[src/rtl/mole_game_pkg.sv]
// Shared types and helpers for the whack-a-mole game engine.
package mole_game_pkg;

  typedef enum logic {
    PLAY = 1'b0,
    OVER = 1'b1
  } state_e;

  localparam int SCORE_REG_DEF = 30;

  function automatic logic [4:0] popcount(input logic [15:0] v);
    logic [4:0] c;
    c = '0;
    for (int i = 0; i < 16; i++) begin
      c = c + {4'b0, v[i]};
    end
    return c;
  endfunction

endpackage

[src/rtl/mole_game_engine_channel.sv]
// One mole channel: button synchronizer, edge detect,
// lit/dark period counter and LED state.
module mole_channel #(
  parameter int CNT_W       = 28,
  parameter int SYNC_STAGES = 2
) (
  input  logic             clk,
  input  logic             reset,
  input  logic             en,
  input  logic             clear,
  input  logic             btn,
  input  logic [CNT_W-1:0] on_ticks,
  input  logic [CNT_W-1:0] off_ticks,
  output logic             led,
  output logic             hit,
  output logic             timeout
);

  logic [SYNC_STAGES-1:0] sync_q, sync_d;
  logic                   prev_q, prev_d;
  logic                   led_q, led_d;
  logic [CNT_W-1:0]       cnt_q, cnt_d;

  logic [CNT_W-1:0] on_lim, off_lim;
  logic             synced, rise, expire, relight;

  // A zero period behaves like a one-cycle period.
  assign on_lim  = (on_ticks == '0)  ? '0 : on_ticks - CNT_W'(1);
  assign off_lim = (off_ticks == '0) ? '0 : off_ticks - CNT_W'(1);

  assign synced  = sync_q[SYNC_STAGES-1];
  assign rise    = synced & ~prev_q;
  assign expire  = led_q & (cnt_q >= on_lim);
  assign relight = ~led_q & (cnt_q >= off_lim);

  assign led     = led_q;
  assign hit     = en & led_q & rise;
  assign timeout = en & expire & ~hit;

  always_comb begin
    sync_d = {sync_q[SYNC_STAGES-2:0], btn};
    prev_d = synced;
    led_d  = led_q;
    cnt_d  = cnt_q;
    if (clear) begin
      led_d = 1'b1;
      cnt_d = '0;
    end else if (en) begin
      if (hit || expire) begin
        led_d = 1'b0;
        cnt_d = '0;
      end else if (relight) begin
        led_d = 1'b1;
        cnt_d = '0;
      end else begin
        cnt_d = cnt_q + CNT_W'(1);
      end
    end
  end

  always_ff @(posedge clk) begin
    if (reset) begin
      sync_q <= '0;
      prev_q <= 1'b0;
      led_q  <= 1'b1;
      cnt_q  <= '0;
    end else begin
      sync_q <= sync_d;
      prev_q <= prev_d;
      led_q  <= led_d;
      cnt_q  <= cnt_d;
    end
  end

endmodule

[src/rtl/mole_game_engine.sv]
// Whack-a-mole engine: pending score delta, register-file
// write slot, PLAY/OVER sequencing and restart handling.
module mole_game_engine
  import mole_game_pkg::*;
#(
  parameter int NUM_MOLES   = 4,
  parameter int CNT_W       = 28,
  parameter int SCORE_W     = 32,
  parameter int DELTA_W     = 8,
  parameter int WIN_SCORE   = 12,
  parameter int SYNC_STAGES = 2,
  parameter int HOLDOFF     = 1000,
  parameter int SCORE_REG   = SCORE_REG_DEF
) (
  input  logic                       clk,
  input  logic                       reset,
  input  logic [NUM_MOLES-1:0]       btn,
  input  logic                       restart_btn,
  input  logic [CNT_W-1:0]           on_ticks,
  input  logic [NUM_MOLES*CNT_W-1:0] off_ticks,
  input  logic [SCORE_W-1:0]         score_in,
  output logic [NUM_MOLES-1:0]       mole_led,
  output logic                       over_led,
  output logic                       wr_valid,
  input  logic                       wr_ready,
  output logic [4:0]                 wr_reg,
  output logic [SCORE_W-1:0]         wr_data,
  output logic                       hit_pulse,
  output logic                       miss_pulse,
  output logic                       restart_pulse
);

  localparam int SW   = SCORE_W + 2;
  localparam int DW2  = DELTA_W + 2;
  localparam int HO_W = $clog2(HOLDOFF + 2);
  localparam logic signed [DW2-1:0] DMAX =
    DW2'(2 ** (DELTA_W - 1) - 1);
  localparam logic signed [DW2-1:0] DMIN = -DMAX;

  state_e                   state_q, state_d;
  logic signed [DELTA_W-1:0] delta_q, delta_d;
  logic                     gap_q, gap_d;
  logic [HO_W-1:0]          hold_q, hold_d;
  logic                     hit_p_q, hit_p_d;
  logic                     miss_p_q, miss_p_d;
  logic                     rst_p_q, rst_p_d;
  logic [SYNC_STAGES-1:0]   rsync_q, rsync_d;
  logic                     rprev_q, rprev_d;

  logic [NUM_MOLES-1:0] led_v, hit_v, tmo_v;
  logic                 play, xfer, rfall, restart_ok;
  logic [4:0]           hcnt, tcnt, grant;
  logic signed [SW-1:0] sum;
  logic signed [DW2-1:0] dnew, dsat;

  assign play = (state_q == PLAY);

  for (genvar g = 0; g < NUM_MOLES; g++) begin : g_ch
    mole_channel #(
      .CNT_W      (CNT_W),
      .SYNC_STAGES(SYNC_STAGES)
    ) u_ch (
      .clk      (clk),
      .reset    (reset),
      .en       (play),
      .clear    (restart_ok),
      .btn      (btn[g]),
      .on_ticks (on_ticks),
      .off_ticks(off_ticks[g*CNT_W +: CNT_W]),
      .led      (led_v[g]),
      .hit      (hit_v[g]),
      .timeout  (tmo_v[g])
    );
  end

  assign sum      = $signed({2'b00, score_in}) + SW'(delta_q);
  assign wr_data  = sum[SW-1] ? '0 : sum[SCORE_W-1:0];
  assign wr_valid = play & (delta_q != '0) & ~gap_q & ~reset;
  assign xfer     = wr_valid & wr_ready;
  assign wr_reg   = 5'(SCORE_REG);

  assign mole_led      = play ? led_v : '0;
  assign over_led      = ~play;
  assign hit_pulse     = hit_p_q;
  assign miss_pulse    = miss_p_q;
  assign restart_pulse = rst_p_q;

  assign hcnt  = popcount(16'(hit_v));
  assign tcnt  = popcount(16'(tmo_v));
  assign rfall = rprev_q & ~rsync_q[SYNC_STAGES-1];

  // Grant only as many penalties as the pending score can absorb.
  always_comb begin
    if (sum[SW-1] || sum == '0) begin
      grant = '0;
    end else if (sum < $signed(SW'(tcnt))) begin
      grant = sum[4:0];
    end else begin
      grant = tcnt;
    end
  end

  always_comb begin
    dnew = (xfer ? '0 : DW2'(delta_q))
         + $signed(DW2'(hcnt)) - $signed(DW2'(grant));
    if (dnew > DMAX) begin
      dsat = DMAX;
    end else if (dnew < DMIN) begin
      dsat = DMIN;
    end else begin
      dsat = dnew;
    end
  end

  always_comb begin
    state_d    = state_q;
    delta_d    = delta_q;
    gap_d      = 1'b0;
    hold_d     = hold_q;
    hit_p_d    = 1'b0;
    miss_p_d   = 1'b0;
    rst_p_d    = 1'b0;
    restart_ok = 1'b0;
    rsync_d    = {rsync_q[SYNC_STAGES-2:0], restart_btn};
    rprev_d    = rsync_q[SYNC_STAGES-1];
    unique case (state_q)
      PLAY: begin
        delta_d  = dsat[DELTA_W-1:0];
        gap_d    = xfer;
        hit_p_d  = |hit_v;
        miss_p_d = |tmo_v;
        if (score_in >= SCORE_W'(WIN_SCORE)) begin
          state_d = OVER;
          delta_d = '0;
          gap_d   = 1'b0;
          hold_d  = '0;
        end
      end
      OVER: begin
        if (hold_q <= HO_W'(HOLDOFF)) begin
          hold_d = hold_q + HO_W'(1);
        end
        if (rfall && hold_q > HO_W'(HOLDOFF)) begin
          restart_ok = 1'b1;
          rst_p_d    = 1'b1;
          state_d    = PLAY;
          delta_d    = '0;
          hold_d     = '0;
        end
      end
      default: state_d = PLAY;
    endcase
  end

  always_ff @(posedge clk) begin
    if (reset) begin
      state_q  <= PLAY;
      delta_q  <= '0;
      gap_q    <= 1'b0;
      hold_q   <= '0;
      hit_p_q  <= 1'b0;
      miss_p_q <= 1'b0;
      rst_p_q  <= 1'b0;
      rsync_q  <= '0;
      rprev_q  <= 1'b0;
    end else begin
      state_q  <= state_d;
      delta_q  <= delta_d;
      gap_q    <= gap_d;
      hold_q   <= hold_d;
      hit_p_q  <= hit_p_d;
      miss_p_q <= miss_p_d;
      rst_p_q  <= rst_p_d;
      rsync_q  <= rsync_d;
      rprev_q  <= rprev_d;
    end
  end

endmodule
[config.mk]
export PLATFORM = sky130hd
export DESIGN_NAME = mole_game_engine
export DESIGN_NICKNAME = d
export VERILOG_FILES = /design/src/rtl/mole_game_pkg.sv /design/src/rtl/mole_game_engine_channel.sv /design/src/rtl/mole_game_engine.sv
export SDC_FILE = /design/constraint.sdc
export NUM_CORES = 1
export LEC_CHECK = 0
export CAP_MARGIN = 20
export CORE_ASPECT_RATIO = 0.75
export CORE_MARGIN = 2
export CORE_UTILIZATION = 50
export DETAILED_ROUTE_END_ITERATION = 6
export PLACE_DENSITY = 0.73
export SLEW_MARGIN = 20
export SYNTH_ARGS = -nofsm -noshare
export SYNTH_HDL_FRONTEND = slang
export SYNTH_SLANG_ARGS = --single-unit
[constraint.sdc]
create_clock -name clk -period 16.2 [get_ports clk]
set_clock_uncertainty 0.15 [all_clocks]
set_input_delay 3.24 -clock clk [delete_from_list [all_inputs] [get_ports clk]]
set_output_delay 3.24 -clock clk [all_outputs]
set_load 0.02 [all_outputs]
# After elaboration in Yosys (flattened, before gate mapping)
# Cells that the tools add are included.
# totals
wordCells	177
register_bits	154
in_bits	180
# classes
reduce_logical	27
bitwise	49
n_addsub	19
n_mux	40
magnitude_cmp	14
n_eq_ne	3
# ops
cell	count
$mux 28	13
$ge 28x28->1	8
$logic_not 28->1	5
$sub 28x1->28 const B	5
$add 28x1->28 const B	4
$mux 10	4
$add 33x8->34	1
$logic_not 34->1	1
$lt 34x5->1	1
$and 1x1->1	33
$ge 32x4->1 const B	1
$mux 32	1
$mux 8	4
$pmux 10 s2	1
$not 1->1	16
$pmux 8 s2	1
$mux 1	12
$add 10x1->10 const B	1
$add 10x4->10	1
$gt 10x10->1 const B	1
$gt 10x8->1 const B	1
$le 10x10->1 const B	1
$lt 10x8->1 const B	1
$mux 5	2
other kinds (17)	33

# Longest topological paths before layout
# Gate-level depths: netlist of run 1.
# depth
word_depth	18
ltp_mapped	46
mapped_depth_nobuf	46

# Cells and area by module
# Synthesis of run 1 repeated with hierarchy kept, for this count alone.
# hier_totals
cells_unflattened	2682
hier_area_um2	19980.4
# modules_own_cells
mod	cells_per_inst	instances	area_each_um2
mole_channel at g_ch[0].u_ch ...	510	3	3862.5
mole_game_engine	638	1	4550.6
mole_channel at g_ch[1].u_ch	514	1	3842.4

# Worst setup path before layout of run 1
# No wires, ideal clock.
# synth_timing
kind	in2reg
from	input on_ticks[5]
to	register delta_q[2]
stages	45
arrival_ps	12235
n_path_buf	0
setup_ps	128
required_ps	15922
setup_slack_ps	3687
path_cell_list	or4_1 > nor4_1 > and2_1 > nand2_1 > or3_1 > xnor2_1 > nand2_1 > ha_1 > a21o_1 > a21o_1 > a21o_1 > a21oi_1 > nor2b_1 > o21ai_0 > nand2b_1 > a221oi_1 > nor3_1 > fa_1 > [9 not listed] > a31o_2 > a21oi_1 > ha_1 > fa_1 > inv_1 > fa_1 > inv_1 > fa_1 > nor2b_1 > o21ai_0 > a21boi_0 > o21a_1 > or3_1 > a2111oi_0 > o31ai_1 > and2_0 > a222oi_1 > nor2_1
# synth_between
elab_chain_len	18
elab_cells_between_ends	32
# synth_rtl
element	line	rtl
from (decl)	mole_game_engine.sv:19	input logic [CNT_W-1:0] on_ticks,
$sub 28x1->28 or $logic_not 28->1 (tied branches)	mole_game_engine_channel.sv:28	assign on_lim = (on_ticks == '0) ? '0 : on_ticks - CNT_W'(1);
$mux 28 (*)	mole_game_engine_channel.sv:28	
$ge 28x28->1	mole_game_engine_channel.sv:33	assign expire = led_q & (cnt_q >= on_lim);
$and 1x1->1	mole_game_engine_channel.sv:33	
$and 1x1->1 (2 in series)	mole_game_engine_channel.sv:38	assign timeout = en & expire & ~hit;
$add 1x1->2	mole_game_pkg.sv:15	c = c + {4'b0, v[i]};
$add 2x1->3	mole_game_pkg.sv:15	
$add 3x1->4 (*)	mole_game_pkg.sv:15	
$lt 34x5->1	mole_game_engine.sv:96	end else if (sum < $signed(SW'(tcnt))) begin
$mux 5 (*)	mole_game_engine.sv:96	
$mux 5 (*)	mole_game_engine.sv:94	if (sum[SW-1] || sum == '0) begin
$sub 10x5->10 (*)	mole_game_engine.sv:105	+ $signed(DW2'(hcnt)) - $signed(DW2'(grant));
$lt 10x8->1	mole_game_engine.sv:108	end else if (dnew < DMIN) begin
$mux 8	mole_game_engine.sv:108	
$mux 8 (*)	mole_game_engine.sv:106	if (dnew > DMAX) begin
$mux 8 (*)	mole_game_engine.sv:132	if (score_in >= SCORE_W'(WIN_SCORE)) begin
$pmux 8 s2 (*)	mole_game_engine.sv:126	unique case (state_q)
to (signal assigned)	mole_game_engine.sv:168	delta_q <= delta_d;
to (decl)	mole_game_engine.sv:41	logic signed [DELTA_W-1:0] delta_q, delta_d;
# Every way passes the cells marked *; elsewhere a longest branch is shown, timed or not.
# A chain may end at the register's enable or synchronous reset.

# Worst setup path after layout of run 1
# layout_timing
from	input on_ticks[4]
to	register delta_q[2]
# The elaborated chain is that of the path after synthesis.

==> summary.md, run 1 <==
| Metric | Value |
|---|---|
| Status | `finished, final reports clean` |
| Peak per-stage delay on the critical path | `0.59 ns` |
| Hold Fails Final Rpt | `0` |
| Vias per inst | `5.99` |
| CTS buffer count | `17` |
| Pwr Density | `50.4 mW/mm^2` |
| Core Area | `0.0345 mm^2` |
| Layout Nets | `2931` |
| # IOs | `226` |
| Largest net degree at the start of global routing | `60` |
| Drt pass-1 iters | `6` |
| Detail Route Antenna Nets | `0` |
| Initial Util | `50.6%` |
| Largest area contributor in the netlist | `ha_1` |
| Critical path class | `input port to flop` |
| Synth async-reset ratio | `0%` |
| Die Y | `166 um` |
| Buffers on Ports | `220` |
| Tot GR Track Use | `29.1%` |
| Cells after Synth | `2261` |
| First-pass GRT wire length | `85.0 mm` |
| Period utilisation layout | `84.5%` |
| Yosys Warn Count | `0` |
| # Post-CTS Setup Buffers | `0` |
| CTS tree | `built` |
| RSZ-0062 raised after global routing | `false` |
| Synth Register Bits | `154` |
| WP data required | `16.37 ns` |
| R2R cell count | `39` |
| Flop-to-flop setup slack | `7.15 ns` |
| Sequential-to-total area share from yosys stat | `17.6%` |
| Reg-to-Reg Start | `g_ch[3].u_ch.cnt_q[0]` |
| Worst r2r dst | `delta_q[2]` |
| Post-Syn Area | `0.0175 mm^2` |
| EDFF count, synth | `0` |
| Top-area cell type share of the netlist area | `21.0%` |
| CTS Hold Buffers Added | `0` |
| Hold Startpoint | `g_ch[0].u_ch.sync_q[0]` |
| DRC viols | `0` |
| Synth Flop Type | `dfxtp_1` |
| Max-slew violation count | `0` |
| Most used cell, CP | `ha_1` |
| Clock Latency Late Sink | `0.45 ns` |
| Min Tclk post-route | `13.69 ns` |
| Total grt overflow | `0` |
| Fmax | `73.0 MHz` |
| Die Area | `0.0365 mm^2` |
| Tightest Hold Check Type | `flop to flop` |
| CTS max path bufs | `2` |
| CTS resizes | `0` |
| Setup WS post-layout | `2.51 ns` |
| WL final | `54.5 mm` |
| Placed wire-length estimate | `44.4 mm` |
| Synth top area cells | `ha_1 21%, dfxtp_1 18%, xor2_1 7.2%, nand2_1 5.9%, xnor2_1 4.6%` |
| Netlist cell types | `81` |
| Worst Setup Slack post-DPL | `2.11 ns` |
| Setup TNS | `0 ns` |
| Hold Path Stages | `1` |
| Max cap viols | `0` |
| H-tree levels | `4` |
| DR WL/cell | `18.7 um` |
| Slew @ Worst Pin | `1.12 ns` |
| Peak VDD IR | `0.0543 mV` |
| Worst hold endpoint | `g_ch[0].u_ch.sync_q[1]` |
| Via count | `17.5k` |
| Critical Path Fanout Max | `6` |
| Synthesized area per cell | `7.73 um^2` |
| Initial antenna violation count | `1` |
| Placer Congestion | `1.02` |
| Clock net sink count | `154` |
| Vias in the first global route | `16.1k` |
| Slew headroom | `24.5%` |
| DRT iter0 DRCs | `1472` |
| CTS Root Cell | `clkbuf_16` |
| CP startpoint kind | `input port` |
| Synth-to-Final Area Change | `18.6%` |
| LEAKAGE | `9.69 nW` |
| Crit-path slowest cell | `a221oi_1` |
| Antenna diodes | `0` |
| Die X | `220 um` |
| Share of post-route cells with drive strength above 1 | `2.76%` |
| Crit end category | `flop` |
| Final Setup Violations | `0` |
| Reg clk slew, reported paths | `0.06 ns` |
| Row count | `59` |
| Arrival @ worst endpoint | `13.86 ns` |
layout by cell type, fill, tap and decap left out, types with 65 or more instances in the layout:
cell,n
clkdlybuf4s50_1,220
xor2_1,142
a21o_1,100
nor3_1,127
o21ai_0,76
dfxtp_1,154
xnor2_1,92
nor2_1,198
nand2_1,274
a21oi_1,83
nand4_1,65
ha_1,293
power breakdown:
part / internal (mW) / switching [mW] / total, mW
registers: 0.383 / 0.00511 / 0.388
logic: 0.105 / 0.122 / 0.227
clock network: 0.256 / 0.174 / 0.430
layer usage:
metal	vias up	track usage, %	wire length, um
met5	-	0	0
met4	0	7.32	1090
met3	76	6.59	4770
met2	656	40.7	21700
met1	8137	44.4	27000
li1	8631	-	-
worst max-delay path, delay by kind of cell:
kind	cells	cell delay, ns
adders and majority gates	9	2.96
buffers and inverters	4	0.67
xor gates and xnor gates	1	0.14
and+or+nand+nor	14	3.07
AOI/OAI and AO/OA	18	3.75
sequential cells by signal, indices dropped and copies added, names as in the netlist:
signal,count
g_ch.u_ch.prev_q,4
rsync_q,2
gap_q,1
g_ch.u_ch.sync_q,8
hold_q,10
restart_pulse,1
over_led,1
miss_pulse,1
delta_q,8
rprev_q,1
g_ch.u_ch.cnt_q,112
g_ch.u_ch.led,4
hit_pulse,1
synthesized netlist by cell type (58+ instances only):
cell       n
a21o_1   100
nand3_1   64
inv_1     58
xor2_1   143
nand2_1  274
dfxtp_1  154
nor2_1   198
ha_1     293
o21ai_0   76
a21oi_1   83
xnor2_1   92
nand4_1   65
nor3_1   127
cells by family (layout without fill, tap and decap cells):
kind of cell | Yosys count | after routing | synth area share (%)
compound gates | 424 | 424 | 16.5
xor+xnor | 235 | 235 | 11.8
fa+ha+maj | 299 | 299 | 21.7
buf+inv | 123 | 322 | 2.84
flops | 154 | 154 | 17.6
mux | 9 | 9 | 0.522
other cells | 2 | 7 | 0.0430
simple gates | 1015 | 1015 | 29.0
through the flow:
| step | instance area, um^2 | utilization [%] | cells | power [mW] | hold WS, ns |
|---|---|---|---|---|---|
| after floorplan | 17500 | - | 2266 | 0.512 | 0.264 |
| after global placement | 20100 | 58.2 | 2890 | 0.615 | 0.271 |
| after detailed placement | 20100 | 58.2 | 2890 | 0.619 | 0.278 |
| after CTS | 20700 | 60.0 | 2922 | 1.05 | 0.296 |
| after global routing | 20700 | 60.0 | 2922 | 1.08 | 0.309 |
| final | 20700 | 60.0 | 2922 | 1.04 | 0.289 |
layout make-up:
class / instances / area (um^2)
clock buffers: 20 / 467
clock inverters: 12 / 159
fillers: 3077 / 13800
inverters: 58 / 218
multi-input cells: 1989 / 13900
flip-flops and latches: 154 / 3080
well taps: 457 / 572
repair buffers: 232 / 2290
how the worst max path moves through the flow:
stage / end / slack, ns / cells past startpoint / startpoint
finish: delta_q[2] / 2.51 / 46 / on_ticks[4]
detailed placement: delta_q[5] / 2.11 / 46 / on_ticks[4]
global placement: delta_q[2] / 2.40 / 46 / on_ticks[4]
global route: delta_q[3] / 1.72 / 46 / on_ticks[4]
CTS: delta_q[3] / 2.54 / 46 / on_ticks[4]
floorplan: delta_q[2] / 3.69 / 45 / on_ticks[5]
(Power assumes the default switching activity.)
==> run 2, diff against run 1 <==
- PLACE_DENSITY: 0.73 -> 0.76
- clock period: 16.2 -> 11.11 ns (I/O delays scaled with it)
==> run 2 against run 1 <==
Compared with the run above: register-to-register slack worse by 4.4 ns; worst setup slack worse by 2.4 ns; via count is 4.4% higher; sequential power is 46% higher; largest power group unchanged; power is 47% higher; clock power is 39% higher; critical endpoint is now delta_q[5].
==> summary.md, run 2 (same netlist as run 1, synthesis figures left out) <==
| Metric | Value |
|---|---|
| Largest net degree at the start of global routing | `60 (unchanged)` |
| Post-route cell area | `0.0222 mm^2 (was 0.0207 mm^2)` |
| Die Y | `166 um (unchanged)` |
| Fin Hold WS | `0.293 ns (was 0.289 ns)` |
| Fmax | `90.6 MHz` |
| Tot GR Track Use | `30.3% (was 29.1%)` |
| Initial Util | `50.6% (unchanged)` |
| Period utilisation layout | `99.3%` |
| Crit end category | `flop (unchanged)` |
| LEAKAGE | `10.6 nW (was 9.69 nW)` |
| Synth-to-Final Area Change | `27.1% (was 18.6%)` |
| CTS Hold Buffers Added | `0 (unchanged)` |
| Tightest Hold Check Type | `flop to flop (unchanged)` |
| Max-slew violation count | `0 (unchanged)` |
| CTS tree | `built (unchanged)` |
| Share of post-route cells with drive strength above 1 | `10.5% (was 2.76%)` |
| Peak VDD IR | `0.0853 mV (was 0.0543 mV)` |
| Core Area | `0.0345 mm^2 (unchanged)` |
| WL final | `57.5 mm (was 54.5 mm)` |
| Slew headroom | `31.8% (was 24.5%)` |
| DRC viols | `0 (unchanged)` |
| First-pass GRT wire length | `89.1 mm (was 85.0 mm)` |
| Detail Route Antenna Nets | `0 (unchanged)` |
| Placer Congestion | `0.999 (was 1.02)` |
| Die X | `220 um (unchanged)` |
| Placed wire-length estimate | `46.0 mm (was 44.4 mm)` |
| Critical Path Fanout Max | `6 (unchanged)` |
| Critical path class | `input port to flop (unchanged)` |
| Total grt overflow | `0 (unchanged)` |
| Max cap viols | `0 (unchanged)` |
| Arrival @ worst endpoint | `11.19 ns (was 13.86 ns)` |
| Worst hold endpoint | `g_ch[0].u_ch.sync_q[1] (unchanged)` |
| Hold Path Stages | `1 (unchanged)` |
| Largest register by flop count | `g_ch.u_ch.cnt_q (unchanged)` |
| R2R cell count | `39 (unchanged)` |
| Vias per inst | `5.98 (was 5.99)` |
| Worst r2r dst | `delta_q[5] (was delta_q[2])` |
| Clock net sink count | `154 (unchanged)` |
| Initial antenna violation count | `1 (unchanged)` |
| Die Area | `0.0365 mm^2 (unchanged)` |
| Via count | `18.3k (was 17.5k)` |
| DR WL/cell | `18.8 um (was 18.7 um)` |
| Final Setup Violations | `0 (unchanged)` |
| Buffers on Ports | `220 (unchanged)` |
| Placed cell areas | `0.0211 mm^2 (was 0.0201 mm^2)` |
| Reg clk slew, reported paths | `0.07 ns (was 0.06 ns)` |
| CTS buffer count | `17 (unchanged)` |
| Flop-to-flop setup slack | `2.79 ns (was 7.15 ns)` |
| Slew @ Worst Pin | `1.02 ns (was 1.12 ns)` |
| Vias in the first global route | `17.2k (was 16.1k)` |
| Clock Latency Late Sink | `0.44 ns (was 0.45 ns)` |
| Min Tclk post-route | `11.03 ns` |
| Most common cell after layout, fill and taps aside | `ha_1 (unchanged)` |
| CP startpoint kind | `input port (unchanged)` |
| Worst path bufs/invs | `4 (unchanged)` |
| Largest register FFs | `112 (unchanged)` |
| DRT iter0 DRCs | `1720 (was 1472)` |
| Row count | `59 (unchanged)` |
| Status | `finished, final reports clean (unchanged)` |
| Drt pass-1 iters | `5 (was 6)` |
| CTS Root Cell | `clkbuf_16 (unchanged)` |
| Peak per-stage delay on the critical path | `0.50 ns (was 0.59 ns)` |
| # IOs | `226 (unchanged)` |
| Biggest regs | `g_ch.u_ch.cnt_q x112, hold_q x10 (unchanged)` |
| Crit-path slowest cell | `fa_1 (was a221oi_1)` |
| Most frequent cells in the layout | `285 x ha_1, 268 x nand2_1, 204 x clkdlybuf4s50_1 (was 293 x ha_1, 274 x nand2_1, 220 x clkdlybuf4s50_1)` |
| Reg-to-Reg Start | `g_ch[3].u_ch.cnt_q[0] (unchanged)` |
| Pwr Density | `69.1 mW/mm^2 (was 50.4 mW/mm^2)` |
| Layout Nets | `3067 (was 2931)` |
| WP data required | `11.27 ns (was 16.37 ns)` |
| Hold Fails Final Rpt | `0 (unchanged)` |
| Hold Startpoint | `g_ch[0].u_ch.sync_q[0] (unchanged)` |
| Delay-heaviest family, CP | `compound AO/OA/AOI/OAI gates (unchanged)` |
| H-tree levels | `4 (unchanged)` |
| CTS max path bufs | `2 (unchanged)` |
## run 2: cell types whose count changed in the layout (fill, tap and decap cells not counted), moves of 6 or more
cell	previous run	this run
buf_4	12	140
clkdlybuf4s50_1	220	204
dlymetal6s2s_1	0	12
ha_1	293	285
a2111oi_0	13	6
ha_4	0	7
o21ai_0	76	69
a21oi_1	83	77
a21oi_2	0	6
nand2_1	274	268
## run 2: how the worst max path moves through the flow
stage,depth (start not counted),slack (ns),from,end
5_1_grt,43,-0.23,on_ticks[10],delta_q[5]
3_3_place_gp,46,-0.64,on_ticks[6],delta_q[2]
6_report,43,0.08,on_ticks[10],delta_q[5]
4_1_cts,46,0.02,on_ticks[4],delta_q[5]
2_1_floorplan,45,-0.00002,on_ticks[6],delta_q[2]
3_5_place_dp,46,-0.88,on_ticks[6],delta_q[5]
## run 2: area by class of cell
type | instances | area, um^2
antenna | 1 | 2.50
clock buffer | 17 | 425
clock inverter | 14 | 164
fill | 2949 | 12300
inverter | 58 | 218
multi-input combinational | 1989 | 14400
sequential | 154 | 3080
tap | 457 | 572
timing repair buffer | 368 | 3390
## run 2: timing repair
| item | 4_1_cts | 5_1_grt |
|---|---|---|
| cloned | 0 | 2 |
| endpoints found under the setup margin | 7 | 8 |
| setup buffers | 10 | 8 |
| pin swaps | 33 | 25 |
| resized for setup | 31 | 62 |
## run 2: metal layers
metal  part of all wire (%)  global-route usage [%]  routed length [um]  up-vias
met2                     43                    45.8               24900      692
met4                    1.7                    7.30                 975        0
met3                    8.4                    6.25                4810       78
met5                      0                       0                   0        -
li1                       -                       -                   -     8903
met1                     47                    43.7               26800     8601
## run 2: per-stage QoR
| stage | worst slack (ns) | cells | utilization, % | total power, mW | setup TNS, ns |
|---|---|---|---|---|---|
| 2_1_floorplan | -0.0000160 | 2266 | - | 0.748 | -0.0000160 |
| 3_3_place_gp | -0.640 | 3006 | 61.1 | 0.924 | -3.87 |
| 3_5_place_dp | -0.876 | 3006 | 61.1 | 0.932 | -5.65 |
| 4_1_cts | 0.0223 | 3047 | 63.4 | 1.53 | 0 |
| 5_1_grt | -0.229 | 3057 | 64.3 | 1.59 | -1.26 |
| 6_report | 0.0785 | 3058 | 64.3 | 1.54 | 0 |
## run 2: report_power, final
part | internal (mW) | total, mW | switching (mW)
Combinational | 0.181 | 0.370 | 0.190
Sequential | 0.558 | 0.567 | 0.00893
Clock | 0.335 | 0.598 | 0.263
==> run 3, diff against run 2 <==
- CORE_ASPECT_RATIO: 0.75 -> 1.4
- CTS_BUF_LIST: unset -> sky130_fd_sc_hd__clkbuf_4 sky130_fd_sc_hd__clkbuf_8
==> run 3 against run 2 <==
Compared with the run above: count of clock-buffer cells in the layout increased by 2; register-to-register slack improved by 0.03 ns; global-route usage decreased by 0.16 points; via count decreased by 0.47%; clock power decreased by 32%; first-iteration DRC count decreased by 47%; die area about the same; critical path type unchanged.
==> summary.md, run 3 (same netlist as run 1, synthesis figures left out) <==
| Metric | Value |
|---|---|
| Slew @ Worst Pin | `1.01 ns (was 1.02 ns)` |
| Arrival @ worst endpoint | `11.29 ns (was 11.19 ns)` |
| Initial Util | `50.4% (was 50.6%)` |
| Row count | `81 (was 59)` |
| Tightest Hold Check Type | `flop to flop (unchanged)` |
| Post-route cell area | `0.0217 mm^2 (was 0.0222 mm^2)` |
| Max cap viols | `0 (unchanged)` |
| Vias per inst | `5.98 (about the same)` |
| Hold Fails Final Rpt | `0 (unchanged)` |
| Period utilisation layout | `99.3% (about the same)` |
| Tot GR Track Use | `30.1% (was 30.3%)` |
| Synth-to-Final Area Change | `24.3% (was 27.1%)` |
| Peak per-stage delay on the critical path | `0.59 ns (was 0.50 ns)` |
| Finished Layout Cells | `3040 (was 3058)` |
| Min Tclk post-route | `11.03 ns (about the same)` |
| Via count | `18.2k (was 18.3k)` |
| Fin util | `62.7% (was 64.3%)` |
| Largest register by flop count | `g_ch.u_ch.cnt_q (unchanged)` |
| Slew headroom | `32.6% (was 31.8%)` |
| Layout Nets | `3049 (was 3067)` |
| H-tree levels | `4 (unchanged)` |
| # fillers | `3056 (was 2949)` |
| Pwr Total | `1.34 mW (was 1.54 mW)` |
| Die Area | `0.0365 mm^2 (about the same)` |
| Initial antenna violation count | `0 (was 1)` |
| Die X | `162 um (was 220 um)` |
| Fmax | `90.7 MHz (was 90.6 MHz)` |
| Detail Route Antenna Nets | `0 (unchanged)` |
| Most used cell, CP | `a21o_1` |
| Largest register FFs | `112 (unchanged)` |
| Vias in the first global route | `18.3k (was 17.2k)` |
| Share of post-route cells with drive strength above 1 | `9.33% (was 10.5%)` |
| WL final | `55.8 mm (was 57.5 mm)` |
| Largest net degree at the start of global routing | `56 (was 60)` |
| Die Y | `225 um (was 166 um)` |
| Most common cell after layout, fill and taps aside | `ha_1 (unchanged)` |
| DRC viols | `0 (unchanged)` |
| Max-slew violation count | `0 (unchanged)` |
| Placer Congestion | `0.957 (was 0.999)` |
| CTS max path bufs | `2 (unchanged)` |
| Critical Path Fanout Max | `6 (unchanged)` |
| Crit end category | `flop (unchanged)` |
| CTS tree | `built (unchanged)` |
| Clock net sink count | `154 (unchanged)` |
| # IOs | `226 (unchanged)` |
| Status | `finished, final reports clean (unchanged)` |
| Clock Latency Late Sink | `0.49 ns (was 0.44 ns)` |
| Final Setup Violations | `0 (unchanged)` |
| RSZ-0062 raised after global routing | `true` |
| Buffers on Ports | `220 (unchanged)` |
| Pwr Density | `61.4 mW/mm^2 (was 69.1 mW/mm^2)` |
| DRT iter0 DRCs | `913 (was 1720)` |
| Drt pass-1 iters | `5 (unchanged)` |
| Peak VDD IR | `0.0725 mV (was 0.0853 mV)` |
| Total grt overflow | `0 (unchanged)` |
| First-pass GRT wire length | `88.6 mm (was 89.1 mm)` |
| CP startpoint kind | `input port (unchanged)` |
| Most frequent cells in the layout | `286 x ha_1, 272 x nand2_1, 210 x clkdlybuf4s50_1 (was 285 x ha_1, 268 x nand2_1, 204 x clkdlybuf4s50_1)` |
| LEAKAGE | `10.3 nW (was 10.6 nW)` |
| WP data required | `11.37 ns (was 11.27 ns)` |
| Core Area | `0.0347 mm^2 (was 0.0345 mm^2)` |
| CTS Root Cell | `clkbuf_8 (was clkbuf_16)` |
| CTS buffer count | `17 (unchanged)` |
| Placed Cells | `3000 (was 3006)` |
| Critical path class | `input port to flop (unchanged)` |
| Biggest regs | `g_ch.u_ch.cnt_q x112, hold_q x10 (unchanged)` |
| Placed cell areas | `0.0211 mm^2 (about the same)` |
| DR WL/cell | `18.4 um (was 18.8 um)` |
| Crit-path slowest cell | `or4_4 (was fa_1)` |
| Reg clk slew, reported paths | `0.10 ns (was 0.07 ns)` |
| Placed wire-length estimate | `45.5 mm (was 46.0 mm)` |
run 3: worst paths after layout:
kind	to	cells past startpoint	start	slack (ns)
hold / removal	rsync_q[1]	1	rsync_q[0]	0.30
hold reg to reg	rsync_q[1]	1	rsync_q[0]	0.30
setup / recovery	delta_q[6]	46	on_ticks[17]	0.08
setup reg to reg	delta_q[6]	41	g_ch[3].u_ch.cnt_q[0]	2.82
run 3: timing repair:
action                     in CTS  in global routing
buffers inserted                4                  3
hold buffers                    0                  0
resized for setup              22                 43
setup endpoints to repair       7                  8
pin swaps                      27                 48
run 3: per-layer routing:
layer  vias up  track usage, %  wire, um
met1      8489            32.4     21500
li1       8879               -         -
met2       623            55.3     27700
met5         -               0         0
met4         0            19.2      3800
met3       197            3.68      2760
run 3: cell type report:
cell class,instances,area [um^2],area share (%)
repair buffers,350,3190,14.7
clock buffers,19,255,1.17
flip-flops and latches,154,3080,14.2
multi-input cells,1989,14300,65.8
well taps,456,571,2.62
clock inverters,13,111,0.512
diodes,1,2.50,0.0115
inverters,58,220,1.01
run 3: power by group:
part | total [mW] | internal (mW) | leakage (nW) | switching [mW]
Combinational | 0.367 | 0.177 | 8.85 | 0.190
Clock | 0.404 | 0.168 | 0.174 | 0.236
Sequential | 0.564 | 0.558 | 1.25 | 0.00681
run 3: worst max-delay path: cells and delay by family:
family | cells | cell delay, ns
and+or+nand+nor | 8 | 1.63
buffers and inverters | 7 | 1.01
xor gates and xnor gates | 2 | 0.33
adders and majority gates | 9 | 2.71
AOI/OAI and AO/OA | 20 | 3.36
run 3: per-stage QoR:
stage	setup TNS, ns	hold WS, ns	setup slack [ns]
floorplan	-0.0000160	0.264	-0.0000160
global placement	-4.96	0.272	-0.735
detailed placement	-6.46	0.278	-0.905
CTS	0	0.304	0.0135
global route	-1.06	0.309	-0.204
finish	0	0.298	0.0816
